**src/rtl/loom_axil_mux.sv**
```systemverilog
// N-to-1 AXI-Lite multiplexer: independent round-robin read and write arbiters
// that hold each grant from address phase through response handshake.
module loom_axil_mux #(
  parameter int ADDR_WIDTH = 20,
  parameter int N_PORTS    = 2
) (
  input  logic                          clk_i,
  input  logic                          rst_ni,
  // upstream initiator ports
  input  logic [N_PORTS*ADDR_WIDTH-1:0] s_axil_araddr_i,
  input  logic [N_PORTS-1:0]            s_axil_arvalid_i,
  output logic [N_PORTS-1:0]            s_axil_arready_o,
  output logic [N_PORTS*32-1:0]         s_axil_rdata_o,
  output logic [N_PORTS*2-1:0]          s_axil_rresp_o,
  output logic [N_PORTS-1:0]            s_axil_rvalid_o,
  input  logic [N_PORTS-1:0]            s_axil_rready_i,
  input  logic [N_PORTS*ADDR_WIDTH-1:0] s_axil_awaddr_i,
  input  logic [N_PORTS-1:0]            s_axil_awvalid_i,
  output logic [N_PORTS-1:0]            s_axil_awready_o,
  input  logic [N_PORTS*32-1:0]         s_axil_wdata_i,
  input  logic [N_PORTS*4-1:0]          s_axil_wstrb_i,
  input  logic [N_PORTS-1:0]            s_axil_wvalid_i,
  output logic [N_PORTS-1:0]            s_axil_wready_o,
  output logic [N_PORTS*2-1:0]          s_axil_bresp_o,
  output logic [N_PORTS-1:0]            s_axil_bvalid_o,
  input  logic [N_PORTS-1:0]            s_axil_bready_i,
  // downstream initiator port
  output logic [ADDR_WIDTH-1:0]         m_axil_araddr_o,
  output logic                          m_axil_arvalid_o,
  input  logic                          m_axil_arready_i,
  input  logic [31:0]                   m_axil_rdata_i,
  input  logic [1:0]                    m_axil_rresp_i,
  input  logic                          m_axil_rvalid_i,
  output logic                          m_axil_rready_o,
  output logic [ADDR_WIDTH-1:0]         m_axil_awaddr_o,
  output logic                          m_axil_awvalid_o,
  input  logic                          m_axil_awready_i,
  output logic [31:0]                   m_axil_wdata_o,
  output logic [3:0]                    m_axil_wstrb_o,
  output logic                          m_axil_wvalid_o,
  input  logic                          m_axil_wready_i,
  input  logic [1:0]                    m_axil_bresp_i,
  input  logic                          m_axil_bvalid_i,
  output logic                          m_axil_bready_o
);

  localparam int GW = (N_PORTS > 1) ? $clog2(N_PORTS) : 1;
  localparam logic [GW-1:0] LAST_RST = GW'(N_PORTS - 1);

  typedef enum logic [1:0] {R_IDLE, R_ADDR, R_DATA} rd_state_e;
  typedef enum logic [1:0] {W_IDLE, W_ADDR, W_RESP} wr_state_e;

  rd_state_e       rd_state_q, rd_state_d;
  wr_state_e       wr_state_q, wr_state_d;
  logic [GW-1:0]   rd_grant_q, rd_grant_d, rd_last_q, rd_last_d;
  logic [GW-1:0]   wr_grant_q, wr_grant_d, wr_last_q, wr_last_d;
  logic            aw_done_q, aw_done_d, w_done_q, w_done_d;
  logic            aw_hs, w_hs;

  // Round-robin pick: first requester strictly after the last winner, wrapping.
  function automatic logic [GW-1:0] rr_pick(input logic [N_PORTS-1:0] req,
                                            input logic [GW-1:0]      last);
    logic [GW-1:0] pick;
    logic          found;
    int            idx;
    pick  = '0;
    found = 1'b0;
    for (int k = 1; k <= N_PORTS; k++) begin
      idx = (int'(last) + k) % N_PORTS;
      if (!found && req[idx]) begin
        pick  = GW'(idx);
        found = 1'b1;
      end
    end
    return pick;
  endfunction

  // Control state
  always_ff @(posedge clk_i or negedge rst_ni) begin
    if (!rst_ni) begin
      rd_state_q <= R_IDLE;
      wr_state_q <= W_IDLE;
      rd_grant_q <= '0;
      wr_grant_q <= '0;
      rd_last_q  <= LAST_RST;
      wr_last_q  <= LAST_RST;
      aw_done_q  <= 1'b0;
      w_done_q   <= 1'b0;
    end else begin
      rd_state_q <= rd_state_d;
      wr_state_q <= wr_state_d;
      rd_grant_q <= rd_grant_d;
      wr_grant_q <= wr_grant_d;
      rd_last_q  <= rd_last_d;
      wr_last_q  <= wr_last_d;
      aw_done_q  <= aw_done_d;
      w_done_q   <= w_done_d;
    end
  end

  // Read arbiter and channel routing
  always_comb begin
    rd_state_d       = rd_state_q;
    rd_grant_d       = rd_grant_q;
    rd_last_d        = rd_last_q;
    m_axil_arvalid_o = 1'b0;
    m_axil_rready_o  = 1'b0;
    s_axil_arready_o = '0;
    s_axil_rvalid_o  = '0;
    case (rd_state_q)
      R_IDLE: begin
        if (|s_axil_arvalid_i) begin
          rd_grant_d = rr_pick(s_axil_arvalid_i, rd_last_q);
          rd_state_d = R_ADDR;
        end
      end
      R_ADDR: begin
        m_axil_arvalid_o             = s_axil_arvalid_i[rd_grant_q];
        s_axil_arready_o[rd_grant_q] = m_axil_arready_i;
        if (m_axil_arvalid_o && m_axil_arready_i) rd_state_d = R_DATA;
      end
      R_DATA: begin
        s_axil_rvalid_o[rd_grant_q] = m_axil_rvalid_i;
        m_axil_rready_o             = s_axil_rready_i[rd_grant_q];
        if (m_axil_rvalid_i && m_axil_rready_o) begin
          rd_state_d = R_IDLE;
          rd_last_d  = rd_grant_q;
        end
      end
      default: rd_state_d = R_IDLE;
    endcase
  end

  // Write arbiter; AW and W are tracked separately so either may land first
  always_comb begin
    wr_state_d       = wr_state_q;
    wr_grant_d       = wr_grant_q;
    wr_last_d        = wr_last_q;
    aw_done_d        = aw_done_q;
    w_done_d         = w_done_q;
    aw_hs            = 1'b0;
    w_hs             = 1'b0;
    m_axil_awvalid_o = 1'b0;
    m_axil_wvalid_o  = 1'b0;
    m_axil_bready_o  = 1'b0;
    s_axil_awready_o = '0;
    s_axil_wready_o  = '0;
    s_axil_bvalid_o  = '0;
    case (wr_state_q)
      W_IDLE: begin
        if (|s_axil_awvalid_i) begin
          wr_grant_d = rr_pick(s_axil_awvalid_i, wr_last_q);
          wr_state_d = W_ADDR;
        end
      end
      W_ADDR: begin
        m_axil_awvalid_o             = s_axil_awvalid_i[wr_grant_q] & ~aw_done_q;
        m_axil_wvalid_o              = s_axil_wvalid_i[wr_grant_q] & ~w_done_q;
        s_axil_awready_o[wr_grant_q] = m_axil_awready_i & ~aw_done_q;
        s_axil_wready_o[wr_grant_q]  = m_axil_wready_i & ~w_done_q;
        aw_hs = m_axil_awvalid_o & m_axil_awready_i;
        w_hs  = m_axil_wvalid_o & m_axil_wready_i;
        if ((aw_done_q || aw_hs) && (w_done_q || w_hs)) begin
          wr_state_d = W_RESP;
          aw_done_d  = 1'b0;
          w_done_d   = 1'b0;
        end else begin
          aw_done_d = aw_done_q | aw_hs;
          w_done_d  = w_done_q | w_hs;
        end
      end
      W_RESP: begin
        s_axil_bvalid_o[wr_grant_q] = m_axil_bvalid_i;
        m_axil_bready_o             = s_axil_bready_i[wr_grant_q];
        if (m_axil_bvalid_i && m_axil_bready_o) begin
          wr_state_d = W_IDLE;
          wr_last_d  = wr_grant_q;
        end
      end
      default: wr_state_d = W_IDLE;
    endcase
  end

  // Payload follows the grant; responses are broadcast and qualified by valid
  assign m_axil_araddr_o = s_axil_araddr_i[int'(rd_grant_q)*ADDR_WIDTH +: ADDR_WIDTH];
  assign m_axil_awaddr_o = s_axil_awaddr_i[int'(wr_grant_q)*ADDR_WIDTH +: ADDR_WIDTH];
  assign m_axil_wdata_o  = s_axil_wdata_i[int'(wr_grant_q)*32 +: 32];
  assign m_axil_wstrb_o  = s_axil_wstrb_i[int'(wr_grant_q)*4 +: 4];
  assign s_axil_rdata_o  = {N_PORTS{m_axil_rdata_i}};
  assign s_axil_rresp_o  = {N_PORTS{m_axil_rresp_i}};
  assign s_axil_bresp_o  = {N_PORTS{m_axil_bresp_i}};

endmodule

```
**config.mk**
```make
export PLATFORM = sky130hd
export DESIGN_NAME = loom_axil_mux
export DESIGN_NICKNAME = d
export VERILOG_FILES = /design/src/rtl/loom_axil_mux.sv
export SDC_FILE = /design/constraint.sdc
export NUM_CORES = 1
export LEC_CHECK = 0
export ABC_AREA = 1
export CELL_PAD_IN_SITES_DETAIL_PLACEMENT = 0
export CELL_PAD_IN_SITES_GLOBAL_PLACEMENT = 1
export CORE_AREA = 2 2 143 145
export CTS_CLUSTER_DIAMETER = 150
export DETAILED_ROUTE_END_ITERATION = 8
export DIE_AREA = 0 0 145 147
export GPL_ROUTABILITY_DRIVEN = 0
export GPL_TIMING_DRIVEN = 0
export PLACE_DENSITY_LB_ADDON = 0.1
export SKIP_CTS_REPAIR_TIMING = 1
export SYNTH_ARGS = -nofsm -noshare
export SYNTH_HDL_FRONTEND = slang
export SYNTH_SLANG_ARGS = --single-unit
```
**constraint.sdc**
```tcl
create_clock -name clk_i -period 2.55 [get_ports clk_i]
set_input_delay 0.51 -clock clk_i [delete_from_list [all_inputs] [get_ports clk_i]]
set_output_delay 0.51 -clock clk_i [all_outputs]
set_load 0.02 [all_outputs]
```
# After elaboration in Yosys (flattened, before gate mapping)
# Cells that the tools add are included.
# word_totals
ff_bits,10
inputBits,205
output_inout_bits,163
wordCells,133
# classes
n_addsub,4
multipliers,2
n_lt_le_gt_ge,8
eq_ne,10
n_shift,4
mux,56
n_bitwise,19
n_reduce_logical,22
# ops
cell,n
indexed part select 40 x 7 -> 20 bit,2
indexed part select 64 x 7 -> 32 bit,1
two-way mux 1 bit,41
two-way mux 2 bit,11
less-than comparator 2 x 3 -> 1 bit (second input constant),4
!= test 2 bit (second input constant),6
case mux 2 bit (3 select lines),2
bitwise AND 2 bit,5
logical AND 1 bit,8
multiplier 1 x 3 -> 4 bit (second input constant),2
AND reduction 2 bit,4
indexed part select 8 x 4 -> 4 bit,1
bitwise AND 1 bit,6
AND reduction 3 bit,2
adder 1 bit (second input constant),4
bitwise AND 1 bit (first input constant),4
equality test 2 x 1 -> 1 bit (second input constant),2
equality test 2 bit (second input constant),2
logical NOT 2 bit,2
less-than comparator 1 x 2 -> 1 bit (second input constant),2
OR reduction 2 bit,2
demux 1 bit (select 1 bit),2
greater-or-equal comparator 1 bit (second input constant),2
logical NOT 1 bit,2
3 further kinds,6

# Logic depth before layout (Yosys ltp)
# logic_depth
ltp_word,11
depth_mapped,10
mapped_depth_nobuf,9

# Worst setup path before layout
# Ideal clock, no wire load.
# synth_path
kind,reg2out
from,reg wr_grant_q
to,out s_axil_awready_o[1]
arrival_ps,1163
t_required_ps,2040
path_slack_ps,877
stages_incl_launch_ff,5
path_buffers,2
path_cell_list,dfrtp_1 -> buf_6 -> inv_6 -> buf_2 -> nor3_1
# synth_between
elab_chain_cells,6
elab_cells_between_ends,7
classes_between,2 x order compare; 3 x mux; 1 x bitwise; 1 x reduce/logical
# synth_lines
element,line_no,text
start: declaration,56,"logic [GW-1:0] wr_grant_q, wr_grant_d, wr_last_q, wr_last_d;"
start signal: assignment,93,wr_grant_q <= wr_grant_d;
less-than comparator 1 x 2 -> 1 bit (implied by the code) / greater-or-equal comparator 1 bit (equally long branches),159,s_axil_awready_o[wr_grant_q] = m_axil_awready_i & ~aw_done_q;
logical AND 1 bit (implied by the code),159,
two-way mux 1 bit (implied by the code),159,
demux 1 bit (select 1 bit) *,159,
bitwise AND 2 bit (no source line) *,-,
two-way mux 2 bit *,149,case (wr_state_q)
end: declaration,19,"output logic [N_PORTS-1:0] s_axil_awready_o,"
# Mark *: on every way between the ends. The rest lies on a longest branch, timed or not.

# Final worst setup path
# layout_path
from,reg wr_grant_q
to,out m_axil_wdata_o[26]
# layout_between
elab_chain_cells,1
# layout_lines
element,line_no,text
indexed part select 64 x 7 -> 32 bit,187,assign m_axil_wdata_o = s_axil_wdata_i[int'(wr_grant_q)*32 +: 32];
end: declaration,38,"output logic [31:0] m_axil_wdata_o,"
# Every way passes these cells.

==> results_dict.tcl <==
set metrics [dict create \
    num_antenna_cells 0 \
    synth-seq-cells 10 \
    synth_area_leaders "nand2_1 44%, buf_4 25%, dfrtp_1 9.2%" \
    status "complete, no violations" \
    yosysWarningCount 0 \
    core_area_um2 19840 \
    fin_ws_ps 111.4 \
    max_clock_freq_mhz 410.1 \
    grt_overflow 0 \
    slew_headroom_pct 68.13 \
    finalNetCount 968 \
    holdPathEnd "wr_last_q" \
    synth_compound_area_share_pct 4.519 \
    swShare_pct 50.48 \
    grt_pass1_wl_mm 19.26 \
    synth_simple_gate_area_share_pct 51.43 \
    leakage_nw 2.818 \
    numCtsBuffers 3 \
    rsz0062_at_grt "false" \
    synth_cells 427 \
    cts-root-buf "clkbuf_16" \
    hold_path_class "reg -> reg" \
    seq_power_share_pct 6.4 \
    worstSetupEndpointType "output port" \
    crit_path_frequent_cell "nand2_1" \
    antenna_left 0 \
    multi_input_area_um2 1224 \
    combinationalPowerShare_pct 87.6 \
    dp_hpwl_mm 11.30 \
    crit_slowest_cell "clkdlybuf4s50_1" \
    critPathMaxFanout 10 \
    crit_required_ps 2040 \
    maxSlewViolCount 0 \
    power.density_nw_per_um2 755.8 \
    cts_sinks 10 \
    syn_nets 632 \
    finalSetupViolCount 0 \
    ios 368 \
    crit_arrival_ps 1930 \
    seqCellArea_um2 252.7 \
    drcViolationCount 0 \
    ys_seq_area_share_pct 11.56 \
    hold_start "wr_last_q" \
    grt_max_degree 11 \
    insertion_delay_ps 230 \
    drive_gt1_share_pct 13.53 \
    layout_common_cells "329 x clkdlybuf4s50_1, 255 x nand2_1, 73 x buf_4" \
    clkPwrFrac_pct 6.0 \
    fin_crit_ps 2439 \
    ctsHtreeMaxLevel 1 \
    crit_type "reg -> out" \
    min_period_over_period_pct 95.63 \
    grtUsageTotal_pct 11.21 \
    wirelength_mm 12.83 \
    drt-initial-drc-count 65 \
    antenna_found_initial 0 \
    grt_pass1_vias 3527 \
    r2r_slack_ps 1330 \
    fillers 2158 \
    rr_startpoint "wr_grant_q" \
    start_util_pct 11.02 \
    syn_area_per_cell_um2 5.122 \
    avgViaCountPerCell 3.518 \
    tns_ps 0 \
    avgRoutedWirePerCell_um 12.44 \
    netlist_area_um2 2187 \
    cp_top_family "buffers and inverters" \
    path_clk_slew_ps 40 \
    synth_top_family_by_area "simple AND/OR/NAND/NOR gates" \
    mostFrequentLayoutCell "clkdlybuf4s50_1" \
    reg2reg_depth 9 \
    finClkSkew_ps 0.8183 \
    synthXorXnorAreaFrac_pct 0 \
    crit_buf_inv 4 \
    hold_violations 0 \
    yosysTopAreaCell "nand2_1" \
    synthMuxAreaShare_pct 0 \
    rows 52 \
    die_y_um 147 \
    synth_fa_ha_area_share_pct 0 \
    die_area_um2 21320 \
    cp-start-kind "flop" \
    tightest_slew_ps 476.6 \
    routed-via-count 3627 \
    area_growth_pct 170.9 \
    cap_violations 0 \
    peakVddDrop_mv 0.2650 \
    cts_tree "done" \
    netlist-cell-type-count 24 \
    total_power_w 0.004479 \
    die_w_um 145 \
    synth_top_area_share_pct 43.76 \
    dr.pass1.iters 4 \
    cts.path.max_buffers 2 \
    slowest_delay_ps 650 \
    switchingPower_w 0.002261 \
    r2r_end "wr_state_q[0]" \
    hold_depth 2 \
    io_buffers 331 \
    intPower_w 0.002218 \
    preCtsSetupSlack_ps -30.89 \
    crit_chain "buf_6 -> buf_4 -> buf_2 -> nand2_1 -> nand2_1 -> clkdlybuf4s50_1" \
]
state kept, by name, summed over array words and instances, names as in the netlist:
name,flops
wr_last_q,1
rd_state_q,2
aw_done_q,1
wr_state_q,2
rd_last_q,1
w_done_q,1
wr_grant_q,1
rd_grant_q,1
worst max-delay path by stage:
stage / from / slack [ps] / cells past startpoint / endpoint
floorplan: wr_grant_q / 880 / 4 / s_axil_awready_o[1]
finish: wr_grant_q / 110 / 6 / m_axil_wdata_o[26]
detailed placement: s_axil_arvalid_i[1] / -30 / 6 / m_axil_arvalid_o
CTS: wr_grant_q / -80 / 6 / m_axil_wdata_o[3]
global placement: s_axil_arvalid_i[1] / -3 / 6 / m_axil_arvalid_o
global route: wr_grant_q / 6 / 5 / m_axil_wstrb_o[2]
cell usage after synthesis (all sizes together):
master	instances
nand2	258
buf	80
inv	21
nor2	15
clkbuf	10
o21ai	9
dfrtp	8
nand3	7
nor3	7
a21oi	5
dfstp	2
or2	2
a21boi	1
a22o	1
o2bb2ai	1
metal layers:
layer	wire length (µm)	share of wire (%)	track usage (%)	up-vias
met5	0	0	0	-
met2	6716	52	21.90	202
met3	1228	9.6	3.385	8
met4	169	1.3	2.475	0
met1	4711	37	11.74	1539
li1	-	-	-	1878
power by group through the flow:
stage	sequential (W)	combinational, W	clock (W)
6_report	0.000288	0.00392	0.000267
5_1_grt	0.000295	0.00427	0.000291
4_1_cts	0.000289	0.00402	0.000277
3_5_place_dp	0.000288	0.00400	0
3_3_place_gp	0.000287	0.00400	0
2_1_floorplan	0.000277	0.00209	0
stage by stage:
stage                     hold WS (ps)  instance area, µm²  instances  util (%)
after CTS                        497.1                5913       1031     29.80
final                            489.1                5926       1031     29.86
after detailed placement         491.8                5838       1028     29.42
after floorplan                  214.4                2187        427         -
after global routing             509.9                5926       1031     29.86
after global placement           490.7                5838       1028     29.42
area by class of cell:
type,instances,share of cell area [%]
repair buffers,331,56.00
multi-input cells,306,20.65
plain buffers,90,10.71
well taps,270,5.701
flip-flops and latches,10,4.265
inverters,21,1.415
clock buffers,3,1.267
worst register-to-register path: cells and delay by family (launching register included):
family | cells | cell delay, ps
AO/OA/AOI/OAI | 1 | 70
flip-flops | 1 | 360
buffers and inverters | 2 | 240
AND/OR/NAND/NOR | 6 | 430
cell families after synthesis:
logic type	count (synthesis)
and+or+nand+nor	289
DFF	10
AOI/OAI and AO/OA	17
buffers and inverters	111
Power figures use the tool's default switching activity.
==> variant: new RTL, config.mk and constraints unchanged <==
Encoding of `wr_state_e`: now one-hot (3 bits for 3 states).
--- a/src/rtl/loom_axil_mux.sv
+++ b/src/rtl/loom_axil_mux.sv
@@ -50,3 +50,3 @@
   typedef enum logic [1:0] {R_IDLE, R_ADDR, R_DATA} rd_state_e;
-  typedef enum logic [1:0] {W_IDLE, W_ADDR, W_RESP} wr_state_e;
+  typedef enum logic [2:0] {W_IDLE = 3'b001, W_ADDR = 3'b010, W_RESP = 3'b100} wr_state_e;
 
Formal check against the unedited RTL: same outputs for any inputs over 4 cycles, from zero or initial values and one cycle with rst_ni low; so few cycles prove little.
==> variant against the unedited design <==
Cell area up 0.57%; setup slack got worse by 43 ps; power is 10% lower; routed wire length shrank 0.12%; register-to-register slack got worse by 30 ps; combinational power down 14%; largest cell class unchanged; sequential cell count rose by 1; area after synthesis grew 1.0%; critical path type is now in -> out.
==> variant: results (changes against the unedited design) <==
placed_area_mm2: 0.005861  # was 0.005838 mm^2
reg2reg_to: "wr_state_q[2]"  # was wr_state_q[0]
largestRegisters: "wr_state_q x3, rd_state_q x2"  # was rd_state_q x2, wr_state_q x2
use_met1_pct: 12.36  # was 11.74%
wl_per_cell_um: 12.48  # was 12.44 um
critPathMaxFanout: 2  # was 10
ys_top_cells_by_area: "nand2_1 43%, buf_4 25%, dfrtp_1 9.1%"  # was nand2_1 44%, buf_4 25%, dfrtp_1 9.2%
fin_hold_ws_ps: 502.4  # was 489.1 ps
grt_max_degree: 12  # was 11
dp_slack_ps: 6.026  # was -30.89 ps
drive_gt1_share_pct: 14.68  # was 13.53%
grt_pass1_vias: 3444  # was 3527
drtIter0Drc: 60  # was 65
ff2ff_path_depth: 8  # was 9
critical_path_arrival_ps: 1970  # was 1930 ps
nNetsFinal: 962  # was 968
route.vias.total: 3573  # was 3627
ir_drop_mv: 0.2510  # was 0.2650 mV
r2r_slack_ps: 1300  # was 1330 ps
hp-start: "rd_last_q"  # was wr_last_q
synthTopCellsByCount: "255 x nand2_1, 73 x buf_4, 15 x nor2_1"  # was 255 x nand2_1, 73 x buf_4, 16 x inv_1
grt_util_met2_pct: 22.07  # was 21.90%
fillers: 2181  # was 2158
synth_mux_area_share_pct: 0.4530  # was 0%
status: "completed"  # unchanged
tightest_slew_ps: 544.2  # was 476.6 ps
variant: cell types whose count changed after synthesis, sizes merged, moves of 2 or more:
cell / unedited run / this run
buf: 80 / 84
clkbuf: 10 / 6
inv: 21 / 15
nand2: 258 / 256
nand3: 7 / 5
nor2: 15 / 17
variant: worst max-delay path, cell delays in order:
cell and delay (ps):
clkdlybuf4s50_1 530, nand2_1 90, nor3_1 170, clkdlybuf4s50_1 660
variant: cells by family after synthesis:
| kind of cell | count (synthesis) |
|---|---|
| flip-flops | 11 |
| AO/OA/AOI/OAI | 16 |
| multiplexers | 1 |
| AND/OR/NAND/NOR | 288 |
| buffers and inverters | 105 |
variant: routing by layer:
metal,vias up,wire [um]
met1,1492,4811
met4,0,136
met3,6,1128
met5,-,0
li1,1876,-
met2,199,6733
variant: cell type report:
class                           instances  area (um^2)  share of cell area, %
Tap cell                              270        337.8                  5.669
Timing Repair Buffer                  331         3326                  55.81
Inverter                               15        58.81                 0.9868
Sequential cell                        11        279.0                  4.682
Buffer                                 90        631.9                  10.60
Clock buffer                            4        78.83                  1.323
Multi-Input combinational cell        305         1247                  20.93
variant: how the worst max path moves through the flow:
stage                                   start                   to  slack [ps]  cells after the start
final                         m_axil_wready_i   s_axil_wready_o[1]          70                      4
after global routing         m_axil_awready_i  s_axil_awready_o[0]           7                      4
after CTS                          wr_grant_q   m_axil_wdata_o[14]         -50                      5
after detailed placement  s_axil_awvalid_i[1]     m_axil_awvalid_o           6                      6
after global placement     s_axil_rready_i[0]      m_axil_rready_o           6                      4
after floorplan                 wr_state_q[2]  s_axil_awready_o[0]         810                      3
variant: where the power goes:
group          internal, mW  switching, mW  leakage [nW]
Clock                 0.210         0.0787        0.0382
Combinational          1.56           1.83          2.66
Sequential            0.269         0.0645         0.134
Total                  2.04           1.97          2.83
